$ cat config.mk
export PLATFORM = sky130hd
export DESIGN_NAME = fft_bfu_pipe
export DESIGN_NICKNAME = d
export VERILOG_FILES = /design/src/rtl/fft_pkg.sv /design/src/rtl/fft_cmult_pipe.sv /design/src/rtl/fft_bfu_pipe.sv
export SDC_FILE = /design/constraint.sdc
export NUM_CORES = 2
export LEC_CHECK = 0
export CAP_MARGIN = 20
export CORE_AREA = 2 2 397 399
export CTS_BUF_LIST = sky130_fd_sc_hd__clkbuf_4 sky130_fd_sc_hd__clkbuf_8 sky130_fd_sc_hd__clkbuf_16
export DETAILED_ROUTE_END_ITERATION = 10
export DIE_AREA = 0 0 399 401
export PLACE_DENSITY = 0.52
export REMOVE_ABC_BUFFERS = 1
export SYNTH_ARGS = -nofsm -noshare
export SYNTH_HDL_FRONTEND = slang
export SYNTH_SLANG_ARGS = --single-unit
$ cat constraint.sdc
create_clock -name clk -period 9.8 [get_ports clk]
set_input_delay 1.96 -clock clk [delete_from_list [all_inputs] [get_ports clk]]
set_output_delay 1.96 -clock clk [all_outputs]
set_load 0.01 [all_outputs]
$ cat src/rtl/fft_pkg.sv
// fft_pkg: complex type, rounding constant and range helpers for the butterfly; FFT_BFU_SAT_EN selects clamp instead of wrap
package fft_pkg;
    localparam int CW = 16;
    localparam int TWF = 15;
    localparam int ROUND_HALF = 1 << (TWF - 1);
    localparam int FW = 34;

    typedef struct packed {
        logic signed [CW-1:0] re;
        logic signed [CW-1:0] im;
    } cplx_t;

    function automatic cplx_t unpack(input logic [2*CW-1:0] x);
        return cplx_t'(x);
    endfunction

    function automatic logic [2*CW-1:0] pack(input cplx_t c);
        return {c.re, c.im};
    endfunction

    function automatic logic fits(input logic signed [FW-1:0] s, input int w);
        logic signed [FW-1:0] hi;
        hi = (FW'(1) <<< (w - 1)) - FW'(1);
        return (s <= hi) && (s >= ~hi);
    endfunction

    function automatic logic signed [FW-1:0] fit(input logic signed [FW-1:0] s, input int w);
`ifdef FFT_BFU_SAT_EN
        logic signed [FW-1:0] hi;
        hi = (FW'(1) <<< (w - 1)) - FW'(1);
        return (s > hi) ? hi : ((s < ~hi) ? ~hi : s);
`else
        return (s <<< (FW - w)) >>> (FW - w);
`endif
    endfunction
endpackage

$ cat src/rtl/fft_cmult_pipe.sv
// fft_cmult_pipe: two-stage rounded complex multiply b*w (optionally conj(w)), carrying a and scale alongside
module fft_cmult_pipe #(
    parameter int width   = 16,
    parameter int TW_FRAC = 15
) (
    input  logic                    clk,
    input  logic                    reset,
    input  logic                    en,
    input  logic                    in_valid,
    input  logic                    inverse,
    input  logic                    scale,
    input  logic [2*width-1:0]      twiddle,
    input  logic [2*width-1:0]      a,
    input  logic [2*width-1:0]      b,
    output logic                    v1,
    output logic                    v2,
    output logic                    s2_scale,
    output logic [2*width-1:0]      s2_a,
    output logic signed [width:0]   s2_pr,
    output logic signed [width:0]   s2_pi
);
    localparam int P = 2*width + 2;
    localparam logic signed [P-1:0] RH = P'(1) <<< (TW_FRAC - 1);
    logic [2*width-1:0] a1, b1;
    logic signed [width:0] wr1, wi1, wi_x;
    logic scale1;
    logic signed [P-1:0] br, bi, wr, wi, pr, pi;

    assign wi_x = (width+1)'($signed(twiddle[width-1:0]));

    // S1: capture operands and per-beat mode; conjugate in width+1 bits so -min is exact
    always_ff @(posedge clk or posedge reset)
        if (reset) begin
            v1     <= 1'b0;
            a1     <= '0;
            b1     <= '0;
            wr1    <= '0;
            wi1    <= '0;
            scale1 <= 1'b0;
        end else if (en) begin
            v1 <= in_valid;
            if (in_valid) begin
                a1     <= a;
                b1     <= b;
                scale1 <= scale;
                wr1    <= (width+1)'($signed(twiddle[2*width-1:width]));
                wi1    <= inverse ? -wi_x : wi_x;
            end
        end

    // Products with the round-half-up bias already folded in
    always_comb begin
        br = P'($signed(b1[2*width-1:width]));
        bi = P'($signed(b1[width-1:0]));
        wr = P'(wr1);
        wi = P'(wi1);
        pr = br*wr - bi*wi + RH;
        pi = br*wi + bi*wr + RH;
    end

    // S2: drop the twiddle fraction bits and register the product
    always_ff @(posedge clk or posedge reset)
        if (reset) begin
            v2       <= 1'b0;
            s2_a     <= '0;
            s2_scale <= 1'b0;
            s2_pr    <= '0;
            s2_pi    <= '0;
        end else if (en) begin
            v2 <= v1;
            if (v1) begin
                s2_a     <= a1;
                s2_scale <= scale1;
                s2_pr    <= (width+1)'(pr >>> TW_FRAC);
                s2_pi    <= (width+1)'(pi >>> TW_FRAC);
            end
        end
endmodule

$ cat src/rtl/fft_bfu_pipe.sv
// fft_bfu_pipe: 3-stage radix-2 DIT butterfly with valid/ready, per-beat IFFT/scale, sticky ovf; FFT_BFU_SAT_EN clamps out-of-range results
module fft_bfu_pipe
    import fft_pkg::*;
#(
    parameter int width   = 16,
    parameter int TW_FRAC = 15
) (
    input  logic                clk,
    input  logic                reset,
    input  logic                in_valid,
    output logic                in_ready,
    input  logic                inverse,
    input  logic                scale,
    input  logic [2*width-1:0]  twiddle,
    input  logic [2*width-1:0]  a,
    input  logic [2*width-1:0]  b,
    output logic                out_valid,
    input  logic                out_ready,
    output logic [2*width-1:0]  aout,
    output logic [2*width-1:0]  bout,
    output logic                ovf,
    input  logic                clear_ovf,
    output logic                busy
);
    logic en, v1, v2, s2_scale, any_ovf;
    logic [2*width-1:0] s2_a;
    logic signed [width:0] s2_pr, s2_pi;
    logic signed [width+1:0] ar, ai, pr, pi, s_ar, s_ai, s_br, s_bi;

    function automatic logic signed [width+1:0] half(input logic signed [width+1:0] x, input logic h);
        return h ? (x + (width+2)'(1)) >>> 1 : x;
    endfunction

    assign en       = !(out_valid && !out_ready);
    assign in_ready = en;
    assign busy     = v1 | v2 | out_valid;

    fft_cmult_pipe #(.width(width), .TW_FRAC(TW_FRAC)) u_cmult (
        .clk(clk), .reset(reset), .en(en), .in_valid(in_valid),
        .inverse(inverse), .scale(scale), .twiddle(twiddle), .a(a), .b(b),
        .v1(v1), .v2(v2), .s2_scale(s2_scale), .s2_a(s2_a),
        .s2_pr(s2_pr), .s2_pi(s2_pi)
    );

    // S3 arithmetic: butterfly sums, optional rounded halving, per-component range check
    always_comb begin
        ar      = (width+2)'($signed(s2_a[2*width-1:width]));
        ai      = (width+2)'($signed(s2_a[width-1:0]));
        pr      = (width+2)'(s2_pr);
        pi      = (width+2)'(s2_pi);
        s_ar    = half(ar + pr, s2_scale);
        s_ai    = half(ai + pi, s2_scale);
        s_br    = half(ar - pr, s2_scale);
        s_bi    = half(ai - pi, s2_scale);
        any_ovf = !fits(FW'(s_ar), width) || !fits(FW'(s_ai), width) ||
                  !fits(FW'(s_br), width) || !fits(FW'(s_bi), width);
    end

    // S3 output register and sticky overflow; clear wins over a same-cycle set
    always_ff @(posedge clk or posedge reset)
        if (reset) begin
            out_valid <= 1'b0;
            aout      <= '0;
            bout      <= '0;
            ovf       <= 1'b0;
        end else begin
            if (en) begin
                out_valid <= v2;
                if (v2) begin
                    aout <= {width'(fit(FW'(s_ar), width)), width'(fit(FW'(s_ai), width))};
                    bout <= {width'(fit(FW'(s_br), width)), width'(fit(FW'(s_bi), width))};
                end
            end
            ovf <= clear_ovf ? 1'b0 : (ovf | (en & v2 & any_ovf));
        end
endmodule

==> impl_metrics.py <==
metrics = {
    "clock_tree": {
        "root_buffer": "clkbuf_16",
        "clkTransAtPathRegs_ns": 0.07,
        "ctsResizeCount": 0,
        "cts_max_path_buffers": 3,
        "cts_buffers": 30,
        "clk-insertion-delay-late_ns": 0.66,
        "post_cts.repair.setup_buffers": 0,
        "cts_tree": "built",
        "htreeDepth": 1,
        "hold_buffers": 0,
        "cts.sink_count": 233,
    },
    "sta": {
        "post-route-min-period_ns": 8.778,
        "slew_viol_final": 0,
        "timing.fmax_mhz": 113.9,
        "hold_violations": 0,
        "finalWorstSetupSlack_ns": 1.022,
        "finalCritPeriodShare_pct": 89.57,
        "finClkSkew_ns": 0.05433,
        "setup_violations": 0,
        "worst_slew_pin_slew_ns": 1.157,
        "rsz0062_at_grt": "no",
        "setup_tns_ns": 0,
        "slew_headroom_pct": 22.84,
    },
    "synthesis": {
        "synth_cell_type_count": 82,
        "ys_seq_area_share_pct": 10.75,
        "async_flop_share_pct": 100.0,
        "avgSynthCellArea_sq_um": 9.290,
        "netlist_instances": 5840,
        "yosysTopAreaCell": "fa_1",
        "synth-edff-count": 0,
        "yosysWarningCount": 0,
        "synth_area_sq_mm": 0.05425,
        "ys_ff_latch": 233,
        "synthDominantCellAreaShare_pct": 43.10,
        "synth_area_leaders": "fa_1 43%, dfrtp_1 11%, inv_1 9.6%",
        "ys.flop_type": "dfrtp_1",
    },
    "layout": {
        "syn2layout_area_growth_pct": 9.289,
        "multi_input_area_sq_mm": 0.04220,
        "final_common_cell": "inv_1",
        "fin_area_sq_mm": 0.05929,
        "mostFrequentLayoutCells": "1,382 x inv_1, 1,168 x fa_1, 714 x nand2_1, 475 x and2_1, 369 x ha_1",
        "drive_above_1_share_pct": 5.235,
        "stdcell_count": 7948,
        "ff_latch_area_sq_mm": 0.005833,
        "fin_nets": 7503,
        "fillers": 15850,
    },
    "route": {
        "drtAntennaViolNets": 0,
        "routed_via_density": 4.850,
        "wire_per_inst_um": 19.58,
        "drt-initial-drc-count": 2116,
        "via_count": 38550,
        "drc": 0,
        "wirelength_um": 155600,
        "first_pass_iters": 7,
    },
    "placed_design": {
        "place.gp.congestion": 0.8814,
        "place_area_sq_mm": 0.05825,
        "dp_slack_ns": 1.039,
        "hpwl_um": 129600,
        "portBuffers": 170,
        "dpl.cell_count": 7889,
    },
    "setup_path": {
        "reg2reg_from": "u_cmult.wr1[1]",
        "critPathArrivalTime_ns": 9.29,
        "start_kind": "flop",
        "reg2reg_depth": 22,
        "worst_setup_path_end_kind": "flop",
        "cp_max_fo": 20,
        "crit_required_ns": 10.31,
        "crit_type": "reg -> reg",
        "reg2reg_to": "u_cmult.s2_pi[15]",
        "rrSetupSlack_ns": 1.02,
    },
    "hold_path": {
        "worstHoldPathType": "reg -> reg",
        "hold_depth": 2,
        "hold_end": "aout[8]",
        "hold_start": "aout[8]",
    },
    "floorplanning": {
        "die_y_um": 401,
        "num_rows": 145,
        "num_io_pins": 171,
        "die_w_um": 399,
        "start_util_pct": 34.85,
        "core-area_sq_mm": 0.1557,
        "die-area_sq_mm": 0.1600,
    },
    "grt": {
        "antenna_found_initial": 8,
        "grt_first_pass_wirelength_um": 249400,
        "grt_max_degree": 142,
        "grt_usage_pct": 20.10,
        "grt_pass1_vias": 41980,
        "gr-total-overflow": 0,
    },
    "status": {
        "status": "finished, final reports clean",
    },
    "run": {
        "maxCapViolations": 0,
    },
}
[worst max path at each step]
stage	startpoint	endpoint	slack, ns	cells past startpoint
6_report	u_cmult.wr1[1]	u_cmult.s2_pi[15]	1.02	22
5_1_grt	u_cmult.wr1[1]	u_cmult.s2_pi[16]	0.58	22
4_1_cts	u_cmult.wr1[1]	u_cmult.s2_pi[15]	1.07	22
3_5_place_dp	u_cmult.wr1[1]	u_cmult.s2_pi[15]	1.04	22
3_3_place_gp	u_cmult.wr1[1]	u_cmult.s2_pi[15]	1.16	22
2_1_floorplan	reset	aout[0]	1.45	1
[logic make-up after synthesis]
family	Yosys count	share of synthesized area (%)
adders and majority gates	1537	51.61
xor gates and xnor gates	151	2.438
and+or+nand+nor	1598	14.62
buffers and inverters	1659	11.51
DFF	233	10.75
AOI/OAI and AO/OA	531	6.388
muxes	131	2.691
[Yosys cell counts (all sizes together) (26+ instances only)]
cell type,n
o21ai,166
nand3,46
a21oi,107
inv,1383
xor2,56
o21a,26
xnor2,95
nor3,33
nor2,113
fa,1168
mux2,119
and2,475
dfrtp,233
a21o,45
nand2,717
nor2b,48
ha,369
nand2b,49
clkbuf,257
[cell type report]
class	instances	share of cell area, %
multi-input cells	3948	71.17
flip-flops and latches	233	9.838
inverters	1383	8.768
well taps	2058	4.343
repair buffers	267	4.119
clock buffers	37	1.386
clock inverters	16	0.3482
diodes	6	0.02532
[stage by stage]
stage                     hold slack (ns)  utilization [%]
after floorplan                    0.4671                -
after global placement             0.4552            37.42
after detailed placement           0.4567            37.42
after CTS                          0.4700            38.08
after global routing               0.5005            38.08
final                              0.4651            38.09
[layer usage]
layer	vias up	share of wire (%)	GRT usage, %
met5	-	0.0051	0
met4	2	2.2	4.122
met3	147	4.8	2.080
met2	820	48	33.40
met1	20100	45	28.36
li1	17480	-	-
[critical path: stages (launching register included)]
cell and delay [ns]:
dfrtp_1 0.90, nand2_1 0.31, fa_1 0.71, inv_1 0.13, fa_1 0.87, inv_1 0.18
fa_1 0.51, inv_1 0.05, fa_1 0.56, fa_1 0.43, fa_1 0.46, fa_1 0.49
inv_1 0.05, fa_1 0.47, inv_1 0.04, ha_1 0.33, a2111o_1 0.44, or3_1 0.32
o221a_2 0.29, o41ai_1 0.59, o21bai_1 0.18, a211oi_1 0.26, o31ai_1 0.09
[flip-flops by register name (all words and copies together), names as in the netlist, 16 cells and up]
name / cells
u_cmult.s2_a: 32
aout: 32
u_cmult.wr1: 16
u_cmult.s2_pr: 17
u_cmult.b1: 32
u_cmult.a1: 32
u_cmult.wi1: 17
bout: 32
u_cmult.s2_pi: 17
Power is left out: the tool's default activity adds up to more than one toggle a clock period on the data nets, which glitch-free logic cannot reach.
